--- src/rtl/game_sequencer_pkg.sv ---
// Shared encodings for the game sequencer: commands, key codes and FSM states.
package game_sequencer_pkg;

    typedef enum logic [3:0] {
        CMD_NONE    = 4'd0,
        CMD_SPAWN   = 4'd1,
        CMD_ROT_CW  = 4'd2,
        CMD_ROT_CCW = 4'd3,
        CMD_LEFT    = 4'd4,
        CMD_RIGHT   = 4'd5,
        CMD_DOWN    = 4'd6,
        CMD_LOCK    = 4'd7,
        CMD_ELIM    = 4'd8,
        CMD_CLEAR   = 4'd9
    } cmd_t;

    localparam logic [2:0] KEY_ESC   = 3'd1;
    localparam logic [2:0] KEY_SPACE = 3'd2;
    localparam logic [2:0] KEY_CW    = 3'd3;
    localparam logic [2:0] KEY_CCW   = 3'd4;
    localparam logic [2:0] KEY_LEFT  = 3'd5;
    localparam logic [2:0] KEY_RIGHT = 3'd6;

    // Most rows a single lock can clear.
    localparam logic [2:0] MAX_ROWS = 3'd4;

    typedef enum logic [3:0] {
        ST_CLEAR,
        ST_SPAWN,
        ST_SPAWN_CHK,
        ST_PLAY,
        ST_FALL,
        ST_DROP,
        ST_LOCK,
        ST_ELIM,
        ST_SCORE,
        ST_OVER,
        ST_WAIT
    } state_t;

    // Keys that go through the buffer (everything except esc and the unused codes).
    function automatic logic is_move_key(input logic [2:0] code);
        return (code >= KEY_SPACE) && (code <= KEY_RIGHT);
    endfunction

endpackage

--- src/rtl/game_sequencer_key_fifo.sv ---
// Small key-event buffer. A push while full is discarded; pop while empty is ignored.
module key_fifo #(
    parameter int DEPTH = 4,
    parameter int WIDTH = 3
) (
    input  logic             clk,
    input  logic             rst,
    input  logic             clear,
    input  logic             push,
    input  logic [WIDTH-1:0] din,
    input  logic             pop,
    output logic [WIDTH-1:0] dout,
    output logic             full,
    output logic             empty
);

    localparam int AW = $clog2(DEPTH);
    localparam logic [AW:0] FULL_CNT = (AW + 1)'(DEPTH);

    logic [WIDTH-1:0] mem [DEPTH];
    logic [AW-1:0]    wr_ptr;
    logic [AW-1:0]    rd_ptr;
    logic [AW:0]      count;
    logic             do_push;
    logic             do_pop;

    assign full    = (count == FULL_CNT);
    assign empty   = (count == '0);
    assign do_push = push && !full;
    assign do_pop  = pop && !empty;
    assign dout    = mem[rd_ptr];

    // Storage array; contents are don't-care while empty, so no reset.
    always_ff @(posedge clk) begin
        if (do_push && !clear) begin
            mem[wr_ptr] <= din;
        end
    end

    // Pointers and occupancy; clear behaves like a reset for the control state.
    always_ff @(posedge clk) begin
        if (rst || clear) begin
            wr_ptr <= '0;
            rd_ptr <= '0;
            count  <= '0;
        end else begin
            if (do_push) wr_ptr <= wr_ptr + 1'b1;
            if (do_pop)  rd_ptr <= rd_ptr + 1'b1;
            case ({do_push, do_pop})
                2'b10:   count <= count + 1'b1;
                2'b01:   count <= count - 1'b1;
                default: count <= count;
            endcase
        end
    end

endmodule

--- src/rtl/game_sequencer.sv ---
// Game sequencer: turns key presses and gravity into one-cycle datapath commands.
//
// state      | meaning
// CLEAR      | issue clear_board, then spawn
// SPAWN      | issue spawn
// SPAWN_CHK  | new piece collides -> OVER, else PLAY
// PLAY       | idle; pending gravity first, then one buffered key
// FALL       | gravity step down, or lock when blocked
// DROP       | hard drop: step down every visit until blocked
// LOCK       | issue lock, zero row counter
// ELIM       | eliminate full rows, up to four
// SCORE      | report rows cleared, respawn or end
// OVER       | game ended, waits for esc
// WAIT       | SETTLE cycles after a command, then saved return state
module game_sequencer #(
    parameter int FIFO_DEPTH = 4,
    parameter int SETTLE     = 2
) (
    input  logic       clk,
    input  logic       rst,
    input  logic       key_valid,
    input  logic [2:0] key_code,
    input  logic       gravity_tick,
    input  logic       cw_ok,
    input  logic       ccw_ok,
    input  logic       left_ok,
    input  logic       right_ok,
    input  logic       down_ok,
    input  logic       cur_ok,
    input  logic       top_out,
    input  logic       row_full,
    output logic [3:0] cmd,
    output logic       score_hit,
    output logic [2:0] line_cnt,
    output logic       game_over,
    output logic       busy,
    output logic       key_dropped
);

    import game_sequencer_pkg::*;

    localparam logic [2:0] SETTLE_M1 = 3'(SETTLE - 1);

    state_t     state, state_nxt;
    state_t     ret_state, ret_nxt;
    state_t     wait_to;
    logic       enter_wait;
    logic [2:0] wait_cnt, wait_nxt;
    logic [2:0] row_cnt, row_nxt;
    logic       grav_pend, grav_clr;
    cmd_t       cmd_q, cmd_nxt;
    logic       score_nxt;
    logic [2:0] line_nxt;

    logic       esc;
    logic       fifo_push;
    logic       fifo_pop;
    logic [2:0] fifo_dout;
    logic       fifo_full;
    logic       fifo_empty;

    assign esc       = key_valid && (key_code == KEY_ESC);
    assign fifo_push = key_valid && is_move_key(key_code) && (state != ST_OVER);
    assign cmd       = cmd_q;

    key_fifo #(
        .DEPTH (FIFO_DEPTH),
        .WIDTH (3)
    ) u_key_fifo (
        .clk   (clk),
        .rst   (rst),
        .clear (esc),
        .push  (fifo_push),
        .din   (key_code),
        .pop   (fifo_pop),
        .dout  (fifo_dout),
        .full  (fifo_full),
        .empty (fifo_empty)
    );

    // Next-state, command and bookkeeping decode.
    always_comb begin
        state_nxt  = state;
        ret_nxt    = ret_state;
        wait_nxt   = wait_cnt;
        row_nxt    = row_cnt;
        cmd_nxt    = CMD_NONE;
        score_nxt  = 1'b0;
        line_nxt   = line_cnt;
        fifo_pop   = 1'b0;
        grav_clr   = 1'b0;
        enter_wait = 1'b0;
        wait_to    = ST_PLAY;

        if (esc) begin
            state_nxt = ST_CLEAR;
        end else begin
            case (state)
                ST_CLEAR: begin
                    cmd_nxt    = CMD_CLEAR;
                    enter_wait = 1'b1;
                    wait_to    = ST_SPAWN;
                end
                ST_SPAWN: begin
                    cmd_nxt    = CMD_SPAWN;
                    enter_wait = 1'b1;
                    wait_to    = ST_SPAWN_CHK;
                end
                ST_SPAWN_CHK: begin
                    state_nxt = cur_ok ? ST_PLAY : ST_OVER;
                end
                ST_PLAY: begin
                    if (grav_pend) begin
                        state_nxt = ST_FALL;
                        grav_clr  = 1'b1;
                    end else if (!fifo_empty) begin
                        fifo_pop = 1'b1;
                        case (fifo_dout)
                            KEY_SPACE: state_nxt = ST_DROP;
                            KEY_CW: if (cw_ok) begin
                                cmd_nxt    = CMD_ROT_CW;
                                enter_wait = 1'b1;
                            end
                            KEY_CCW: if (ccw_ok) begin
                                cmd_nxt    = CMD_ROT_CCW;
                                enter_wait = 1'b1;
                            end
                            KEY_LEFT: if (left_ok) begin
                                cmd_nxt    = CMD_LEFT;
                                enter_wait = 1'b1;
                            end
                            KEY_RIGHT: if (right_ok) begin
                                cmd_nxt    = CMD_RIGHT;
                                enter_wait = 1'b1;
                            end
                            default: ;
                        endcase
                    end
                end
                ST_FALL: begin
                    if (down_ok) begin
                        cmd_nxt    = CMD_DOWN;
                        enter_wait = 1'b1;
                    end else begin
                        state_nxt = ST_LOCK;
                    end
                end
                ST_DROP: begin
                    if (down_ok) begin
                        cmd_nxt    = CMD_DOWN;
                        enter_wait = 1'b1;
                        wait_to    = ST_DROP;
                    end else begin
                        // Gravity that arrived mid-drop is moot once the piece locks.
                        state_nxt = ST_LOCK;
                        grav_clr  = 1'b1;
                    end
                end
                ST_LOCK: begin
                    cmd_nxt    = CMD_LOCK;
                    row_nxt    = 3'd0;
                    enter_wait = 1'b1;
                    wait_to    = ST_ELIM;
                end
                ST_ELIM: begin
                    if (row_full && (row_cnt < MAX_ROWS)) begin
                        cmd_nxt    = CMD_ELIM;
                        row_nxt    = row_cnt + 3'd1;
                        enter_wait = 1'b1;
                        wait_to    = ST_ELIM;
                    end else begin
                        state_nxt = ST_SCORE;
                    end
                end
                ST_SCORE: begin
                    if (row_cnt != 3'd0) begin
                        score_nxt = 1'b1;
                        line_nxt  = row_cnt - 3'd1;
                    end
                    state_nxt = top_out ? ST_OVER : ST_SPAWN;
                end
                ST_OVER: begin
                    state_nxt = ST_OVER;
                end
                ST_WAIT: begin
                    if (wait_cnt == 3'd0) begin
                        state_nxt = ret_state;
                    end else begin
                        wait_nxt = wait_cnt - 3'd1;
                    end
                end
                default: state_nxt = ST_CLEAR;
            endcase

            if (enter_wait) begin
                state_nxt = ST_WAIT;
                ret_nxt   = wait_to;
                wait_nxt  = SETTLE_M1;
            end
        end
    end

    // State register and registered outputs; reset wins over everything.
    always_ff @(posedge clk) begin
        if (rst) begin
            state       <= ST_CLEAR;
            ret_state   <= ST_SPAWN;
            wait_cnt    <= 3'd0;
            row_cnt     <= 3'd0;
            grav_pend   <= 1'b0;
            cmd_q       <= CMD_NONE;
            score_hit   <= 1'b0;
            line_cnt    <= 3'd0;
            game_over   <= 1'b0;
            busy        <= 1'b1;
            key_dropped <= 1'b0;
        end else begin
            state     <= state_nxt;
            ret_state <= ret_nxt;
            wait_cnt  <= wait_nxt;
            row_cnt   <= row_nxt;
            cmd_q     <= cmd_nxt;
            score_hit <= score_nxt;
            line_cnt  <= line_nxt;
            game_over <= (state_nxt == ST_OVER);
            busy      <= (state_nxt != ST_PLAY);

            // A fresh tick outranks a clear in the same cycle so it is never lost.
            if (gravity_tick && (state != ST_OVER)) begin
                grav_pend <= 1'b1;
            end else if (grav_clr) begin
                grav_pend <= 1'b0;
            end

            if (esc) begin
                key_dropped <= 1'b0;
            end else if (fifo_push && fifo_full) begin
                key_dropped <= 1'b1;
            end
        end
    end

endmodule

--- config.mk ---
export PLATFORM = sky130hd
export DESIGN_NAME = game_sequencer
export DESIGN_NICKNAME = d
export VERILOG_FILES = /design/src/rtl/game_sequencer_pkg.sv /design/src/rtl/game_sequencer_key_fifo.sv /design/src/rtl/game_sequencer.sv
export SDC_FILE = /design/constraint.sdc
export NUM_CORES = 1
export LEC_CHECK = 0
export ABC_AREA = 1
export CAP_MARGIN = 30
export CORE_MARGIN = 2
export CORE_UTILIZATION = 45
export CTS_BUF_LIST = sky130_fd_sc_hd__clkbuf_16
export DETAILED_ROUTE_END_ITERATION = 7
export PLACE_DENSITY_LB_ADDON = 0.15
export SLEW_MARGIN = 40
export SYNTH_ARGS = -nofsm -noshare
export SYNTH_HDL_FRONTEND = slang
export SYNTH_HIERARCHICAL = 1
export SYNTH_SLANG_ARGS = --single-unit
--- constraint.sdc ---
create_clock -name clk -period 3.4 [get_ports clk]
set_input_delay 0.34 -clock clk [delete_from_list [all_inputs] [get_ports clk]]
set_output_delay 0.34 -clock clk [all_outputs]
set_load 0.01 [all_outputs]
Word level (Yosys, flattened, before mapping)
Memory sizes are Yosys's and may differ from the RTL's. A register that Yosys moved wholly into a read port is not among the register bits.
Index checks and enable logic that the tools add are counted.
{ "totals": {"out_inout_bits": 11, "latch_bits": 0, "ff_bits": 33, "ramBits": 12, "romBits": 0, "memories": 1, "word_cells": 137, "in_bits": 15} }
{ "mem_list": {"columns": ["memory", "words", "word_bits", "read_ports", "rd_ports_with_merged_regs", "write_ports", "line", "rtl"], "rows": [
  ["u_key_fifo.mem", 4, 3, 1, 1, 1, "game_sequencer_key_fifo.sv:20", "logic [WIDTH-1:0] mem [DEPTH];"]
]} }
{ "op_classes": {"bitwise_logic": 2, "multipliers": 0, "n_reduce_logical": 30, "eq_ne": 24, "div_mod_pow": 0, "order_cmp": 3, "n_mux": 56, "addsub": 7, "n_shift": 0} }
{ "ops": {"columns": ["cell", "n"], "rows": [
  ["$mux W4", 11],
  ["$mux W3", 11],
  ["$pmux W4 S8", 1],
  ["$pmux W4 S6", 1],
  ["$mux W1", 21],
  ["$eq A4 B3 Y1 const B", 4],
  ["$eq A4 B4 Y1 const B", 4],
  ["$pmux W3 S5", 1],
  ["$eq A3 B3 Y1 const B", 4],
  ["$pmux W3 S2", 2],
  ["$pmux W3 S4", 1],
  ["$logic_and A1 B1 Y1", 10],
  ["$reduce_and A3 Y1", 3],
  ["$sub A3 B1 Y3 const B", 3],
  ["$eq A4 B2 Y1 const B", 2],
  ["$mux W2", 4],
  ["$pmux W1 S4", 2],
  ["$reduce_bool A2 Y1", 4],
  ["$add A3 B1 Y3 const B", 2],
  ["$eq A3 B2 Y1 const B", 2],
  ["$logic_not A3 Y1", 2],
  ["$reduce_or A3 Y1", 2],
  ["$add A2 B1 Y2 const B", 2],
  ["$eq A4 B1 Y1 const B", 1],
  ["18 further kinds", 22]
]} }

Logic depth before layout (Yosys ltp)
{ "depth": {"ltp_word": 9, "depth_mapped": 17, "mapped_depth_nobuf": 17} }

By module
The synthesis kept the hierarchy.
{ "by_module_without_submodules": {"columns": ["mod", "cells_per_inst", "instances", "area_per_inst_um2"], "rows": [
  ["game_sequencer", 225, 1, 1596.5],
  ["key_fifo", 107, 1, 994.7]
]} }

Worst setup path after synthesis
Ideal clock, no wire load.
{ "synth_timing": {"kind": "reg-to-reg", "start": "register state[1]", "end": "register u_key_fifo.count[1]", "synth_period_minus_slack_ns": 2.278, "setup_time_ns": 0.070, "required_time_ns": 3.330, "path_slack_ns": 1.122, "t_arrival_ns": 2.208, "stages_incl_launch_ff": 12, "path_cell_list": "dfxtp_1 inv_2 nand2_1 nor2_1 a311oi_1 inv_1 nor2_4 inv_1 ha_1 inv_1 fa_1 a21oi_1"} }
{ "synth_lines": {"columns": ["element", "line", "rtl"], "rows": [
  ["start: declaration", "game_sequencer.sv:44", "state_t state, state_nxt;"],
  ["start signal: assignment", "game_sequencer.sv:218", "state <= state_nxt;"],
  ["$ne A4 B4 Y1 (*)", "game_sequencer.sv:63", "assign fifo_push = key_valid && is_move_key(key_code) && (state != ST_OVER);"],
  ["$logic_and A1 B1 Y1 (*)", "game_sequencer.sv:63", null],
  ["via fifo_push", "game_sequencer.sv:56", "logic fifo_push;"],
  ["$logic_and A1 B1 Y1 (*)", "game_sequencer_key_fifo.sv:29", "assign do_push = push && !full;"],
  ["$eq A2 B1 Y1 or $eq A2 B2 Y1 (tied branches)", "game_sequencer_key_fifo.sv:49", "case ({do_push, do_pop})"],
  ["$pmux W3 S2 or $reduce_bool A2 Y1 (tied branches)", null, null],
  ["end signal: assignment", "game_sequencer_key_fifo.sv:50", "2'b10: count <= count + 1'b1;"],
  ["end signal: assignment", "game_sequencer_key_fifo.sv:51", "2'b01: count <= count - 1'b1;"],
  ["end signal: assignment", "game_sequencer_key_fifo.sv:52", "default: count <= count;"],
  ["end: declaration", "game_sequencer_key_fifo.sv:23", "logic [AW:0] count;"]
]} }
Mark *: on every way through the listed nets, which the timed path passes. The rest lies on a longest branch.
A chain may end at the register's enable or synchronous reset.

Worst setup path in the final report
{ "layout_timing": {"start": "input key_code[1]", "end": "register u_key_fifo.count[2]"} }
{ "layout_lines": {"columns": ["element", "line", "rtl"], "rows": [
  ["start: declaration", "game_sequencer.sv:22", "input logic [2:0] key_code,"],
  ["$eq A3 B1 Y1 (*)", "game_sequencer.sv:62", "assign esc = key_valid && (key_code == KEY_ESC);"],
  ["$logic_and A1 B1 Y1 (*)", "game_sequencer.sv:62", null],
  ["via esc", "game_sequencer.sv:55", "logic esc;"],
  ["$mux W1 (*)", "game_sequencer.sv:95", "if (esc) begin"],
  ["via fifo_pop", "game_sequencer.sv:57", "logic fifo_pop;"],
  ["$logic_and A1 B1 Y1 (*)", "game_sequencer_key_fifo.sv:30", "assign do_pop = pop && !empty;"],
  ["via u_key_fifo.do_pop", "game_sequencer_key_fifo.sv:25", "logic do_pop;"],
  ["$eq A2 B1 Y1 or $eq A2 B2 Y1 (tied branches)", "game_sequencer_key_fifo.sv:49", null],
  ["$pmux W3 S2 or $reduce_bool A2 Y1 (tied branches)", null, null]
]} }
Marked as above.

==> flow_summary.html <==
<table>
<tr><th>Metric</th><th>Value</th></tr>
<tr><th colspan="2">Synth</th></tr>
<tr><td>Leading register cell type out of synthesis</td><td>dfxtp_1</td></tr>
<tr><td>Parity-gate share of the synthesized area counting xor and xnor cells</td><td>1.01%</td></tr>
<tr><td>Adder and majority cell fraction of the synthesized area</td><td>5.60%</td></tr>
<tr><td>Mean Syn Cell Area</td><td>slightly below 8 sq um</td></tr>
<tr><td>Yosys cell types</td><td>37</td></tr>
<tr><td>Post-Syn Instances</td><td>332</td></tr>
<tr><td>Seq cells post-synth</td><td>46</td></tr>
<tr><td>Post-Synthesis Net Count</td><td>~360</td></tr>
<tr><td>Ys async rst share</td><td>0%</td></tr>
<tr><td>Combined area of all synthesized cells</td><td>~2600 sq um</td></tr>
<tr><td>Dominant combinational cell family by area after synthesis</td><td>simple AND/OR/NAND/NOR gates</td></tr>
<tr><td>Count of warnings emitted by yosys</td><td>6</td></tr>
<tr><td>Count of flip-flops with a built-in enable after synthesis</td><td>12</td></tr>
<tr><td>Share of synthesized area spent on multiplexers</td><td>0%</td></tr>
<tr><td>Seq/Total Area, Yosys</td><td>around two fifths</td></tr>
<tr><td>Complex-gate fraction of the synthesized area</td><td>10.5%</td></tr>
<tr><td>Basic-gate share of the synthesized area counting and, or, nand and nor cells</td><td>33.9%</td></tr>
<tr><th colspan="2">Floorplanning</th></tr>
<tr><td>Height of the chip</td><td>approximately 80 microns</td></tr>
<tr><td>Chip Width</td><td>79.9 microns</td></tr>
<tr><td>Die area</td><td>6380 sq um</td></tr>
<tr><td>Initial core utilization</td><td>46.8%</td></tr>
<tr><td>I/O pin total</td><td>26</td></tr>
<tr><td>Cell Rows</td><td>27</td></tr>
<tr><td>Core Footprint</td><td>~5500 sq um</td></tr>
<tr><th colspan="2">Job</th></tr>
<tr><td>Max_cap viols</td><td>0</td></tr>
<tr><th colspan="2">Clock tree</th></tr>
<tr><td>Number of buffers on the longest clock path</td><td>2</td></tr>
<tr><td>Clk pin slew, worst setup/hold paths</td><td>0.07 ns</td></tr>
<tr><td>Hold-fix buffer count after cts</td><td>0</td></tr>
<tr><td>Resized Gates After CTS</td><td>0</td></tr>
<tr><td>Clk Tree Root Cell</td><td>clkbuf_16</td></tr>
<tr><td>Cts bufs inserted</td><td>5</td></tr>
<tr><td>CTS sink cnt</td><td>46</td></tr>
<tr><td>Maximum level of the CTS H-tree</td><td>2</td></tr>
<tr><td>CTS tree</td><td>yes</td></tr>
<tr><td>Postcts setup bufs</td><td>0</td></tr>
<tr><td>Worst-skew pair later-pin latency</td><td>0.29 ns</td></tr>
<tr><th colspan="2">Cells and area</th></tr>
<tr><td>Area growth from synthesis to layout</td><td>19.0%</td></tr>
<tr><td>Fin util</td><td>55.7%</td></tr>
<tr><td>Share of post-route cells with drive strength above 1</td><td>a little under a fifth</td></tr>
<tr><td>Diodes inserted</td><td>0</td></tr>
<tr><td>Net count of the finished layout</td><td>390</td></tr>
<tr><th colspan="2">Run status</th></tr>
<tr><td>Run status</td><td>complete, no violations</td></tr>
<tr><th colspan="2">STA</th></tr>
<tr><td>Relative slew slack</td><td>49.6%</td></tr>
<tr><td>Setup TNS</td><td>0 ns</td></tr>
<tr><td>Unrepaired setup endpoints after global routing</td><td>no</td></tr>
<tr><td>Peak Freq</td><td>around 380 MHz</td></tr>
<tr><td>Fin. Hold Viols</td><td>0</td></tr>
<tr><td>Post-layout min period</td><td>2.66 ns</td></tr>
<tr><td>Worst Tran Pin Value</td><td>0.754 ns</td></tr>
<tr><td>Final Cycle Share</td><td>78.3%</td></tr>
<tr><td>Setup-failing EPs final</td><td>0</td></tr>
<tr><td>Final worst clock skew</td><td>between 0.009 and 0.01 ns</td></tr>
<tr><td>Post-Route Hold Slack</td><td>0.474 ns</td></tr>
<tr><td>Max-slew violation total from the final report</td><td>0</td></tr>
<tr><th colspan="2">Place</th></tr>
<tr><td># port buffers</td><td>25</td></tr>
<tr><td>Final estimated routing congestion in global placement</td><td>0.886</td></tr>
<tr><td>Detailed Place HPWL</td><td>4420 microns</td></tr>
<tr><th colspan="2">Route</th></tr>
<tr><td>Vias post-DR</td><td>2138</td></tr>
<tr><td>Average via count per standard cell</td><td>4.89</td></tr>
<tr><td>Per-cell routed wire length</td><td>~13 microns</td></tr>
<tr><td>First drt pass iteration count</td><td>4</td></tr>
<tr><td>Number of design-rule violations left by the first detailed-router iteration</td><td>approximately 130</td></tr>
<tr><td>ANT nets after route</td><td>0</td></tr>
<tr><td>Count of unresolved DRC violations after routing</td><td>0</td></tr>
<tr><td>Wire length after detailed routing</td><td>5590 microns</td></tr>
<tr><th colspan="2">Setup path</th></tr>
<tr><td>Max Fanout on Critical Path</td><td>9</td></tr>
<tr><td>Worst Path Class, Setup</td><td>input port to register</td></tr>
<tr><td>Required time worst endpoint</td><td>approximately 3.6 ns</td></tr>
<tr><td>Kind of start point of the critical path</td><td>input port</td></tr>
<tr><td>Critical path capture point type</td><td>register</td></tr>
<tr><td>Data arrival time of the critical path</td><td>~2.9 ns</td></tr>
<tr><th colspan="2">GRT</th></tr>
<tr><td>Overall fraction of global-route tracks in use</td><td>19.3%</td></tr>
<tr><td>Global-route wire length before repair</td><td>9460 microns</td></tr>
<tr><td>Largest net degree at the start of global routing</td><td>17</td></tr>
<tr><td>Residual overflow from global routing</td><td>0</td></tr>
<tr><td>Via count of the first global-routing pass</td><td>about 2000</td></tr>
<tr><td>Initial antenna violation count</td><td>0</td></tr>
<tr><th colspan="2">Pwr</th></tr>
<tr><td>Static leakage power</td><td>1.30 nW</td></tr>
<tr><td>Cell area power density</td><td>approximately 480 nW/um^2</td></tr>
<tr><td>Maximum vdd ir drop</td><td>0.260 mV</td></tr>
<tr><th colspan="2">Min path</th></tr>
<tr><td>Path category of the worst min-delay check</td><td>register to register</td></tr>
</table>
==> through the flow <==
| stage | area, sq um | instances | total power [mW] | setup WS [ns] |
|---|---|---|---|---|
| finish | 3080 | 437 | 1.49 | 0.737 |
| global route | 3080 | 437 | 1.58 | 0.496 |
| CTS | 3080 | 437 | 1.50 | 0.725 |
| detailed placement | 2940 | 429 | 1.01 | 0.440 |
| global placement | 2940 | 429 | 1.01 | 0.544 |
| floorplan | 2590 | 332 | 0.906 | 1.12 |
==> state kept, by name, indices dropped and copies added, names as in the netlist, 2 cells and up, named ones only <==
name               cells
line_cnt               3
u_key_fifo/count       3
cmd                    4
wait_cnt               3
ret_state              3
state                  4
u_key_fifo/wr_ptr      2
u_key_fifo/mem        12
u_key_fifo/rd_ptr      2
row_cnt                3
==> cell usage in the layout (no fill, tap or decap), drive strengths merged, types with 3 or more instances in the layout <==
cell type and count:
dfxtp 34, clkdlybuf4s50 25, a21oi 21, inv 58, ha 10, nand4 6, nand3 18, o22ai 3
clkbuf 5, edfxtp 12, nor2 62, nand2 72, nor3 3, o21ai 17
==> routing by layer <==
layer | wire, microns | track usage, % | vias up
li1 | - | - | 1122
met1 | 2700 | 26.0 | 961
met2 | 2530 | 30.5 | 47
met3 | 247 | 3.73 | 8
met4 | 100 | 7.29 | 0
met5 | 0 | 0 | -
==> worst paths after layout <==
kind / startpoint / endpoint / slack (ns) / depth (start not counted)
min: wait_cnt[1]$_SDFFE_PP0P_ / wait_cnt[1]$_SDFFE_PP0P_ / 0.47 / 2
max reg2reg: u_key_fifo/count[2]$_SDFFE_PP0P_ / u_key_fifo/count[2]$_SDFFE_PP0P_ / 0.84 / 17
max: key_code[1] / u_key_fifo/count[2]$_SDFFE_PP0P_ / 0.74 / 16
min reg2reg: wait_cnt[1]$_SDFFE_PP0P_ / wait_cnt[1]$_SDFFE_PP0P_ / 0.47 / 2
==> critical path: stages <==
cell and delay [ns]:
clkdlybuf4s50_1 0.58, nor2_1 0.12, nand3_4 0.14, inv_2 0.13, nor3_1 0.34, nand2_2 0.11, inv_2 0.08, ha_1 0.17
inv_1 0.08, fa_1 0.44, inv_1 0.06, nand2_1 0.04, nand3_1 0.08, nand2_1 0.06, nand2_1 0.05, nor2_1 0.04
==> final cells by class <==
cell class                 instances  area, sq um
clock inverter                     3         23.8
tap                               72         90.1
fill                             513         2460
sequential                        46         1040
inverter                          59          224
clock buffer                       5          125
multi-input combinational        226         1320
timing repair buffer              26          258
==> logic make-up (layout without fill, tap and decap cells) <==
logic type / after synthesis / in the layout
compound gates: 47 / 47
flops: 46 / 46
buf+inv: 60 / 93
fa+ha+maj: 11 / 11
simple gates: 165 / 165
xor+xnor: 3 / 3
==> cell usage after synthesis, drive strengths merged (2+ instances only) <==
master,count,area (sq um)
nand2,72,345
nor2,62,317
inv,57,214
dfxtp,34,681
a21oi,21,120
nand3,18,133
o21ai,17,88.8
edfxtp,12,360
ha,10,125
nand4,6,37.5
nor3,3,20.0
o22ai,3,18.8
a31oi,2,12.5
clkinv,2,10.0
xor2,2,17.5
==> power by group <==
group	leakage, nW	internal, mW	switching, mW
registers	0.386	0.600	0.0268
clock network	0.0664	0.275	0.214
logic	0.848	0.136	0.238
total	1.30	1.01	0.480
Note: power is estimated with default switching activity, not from simulation.
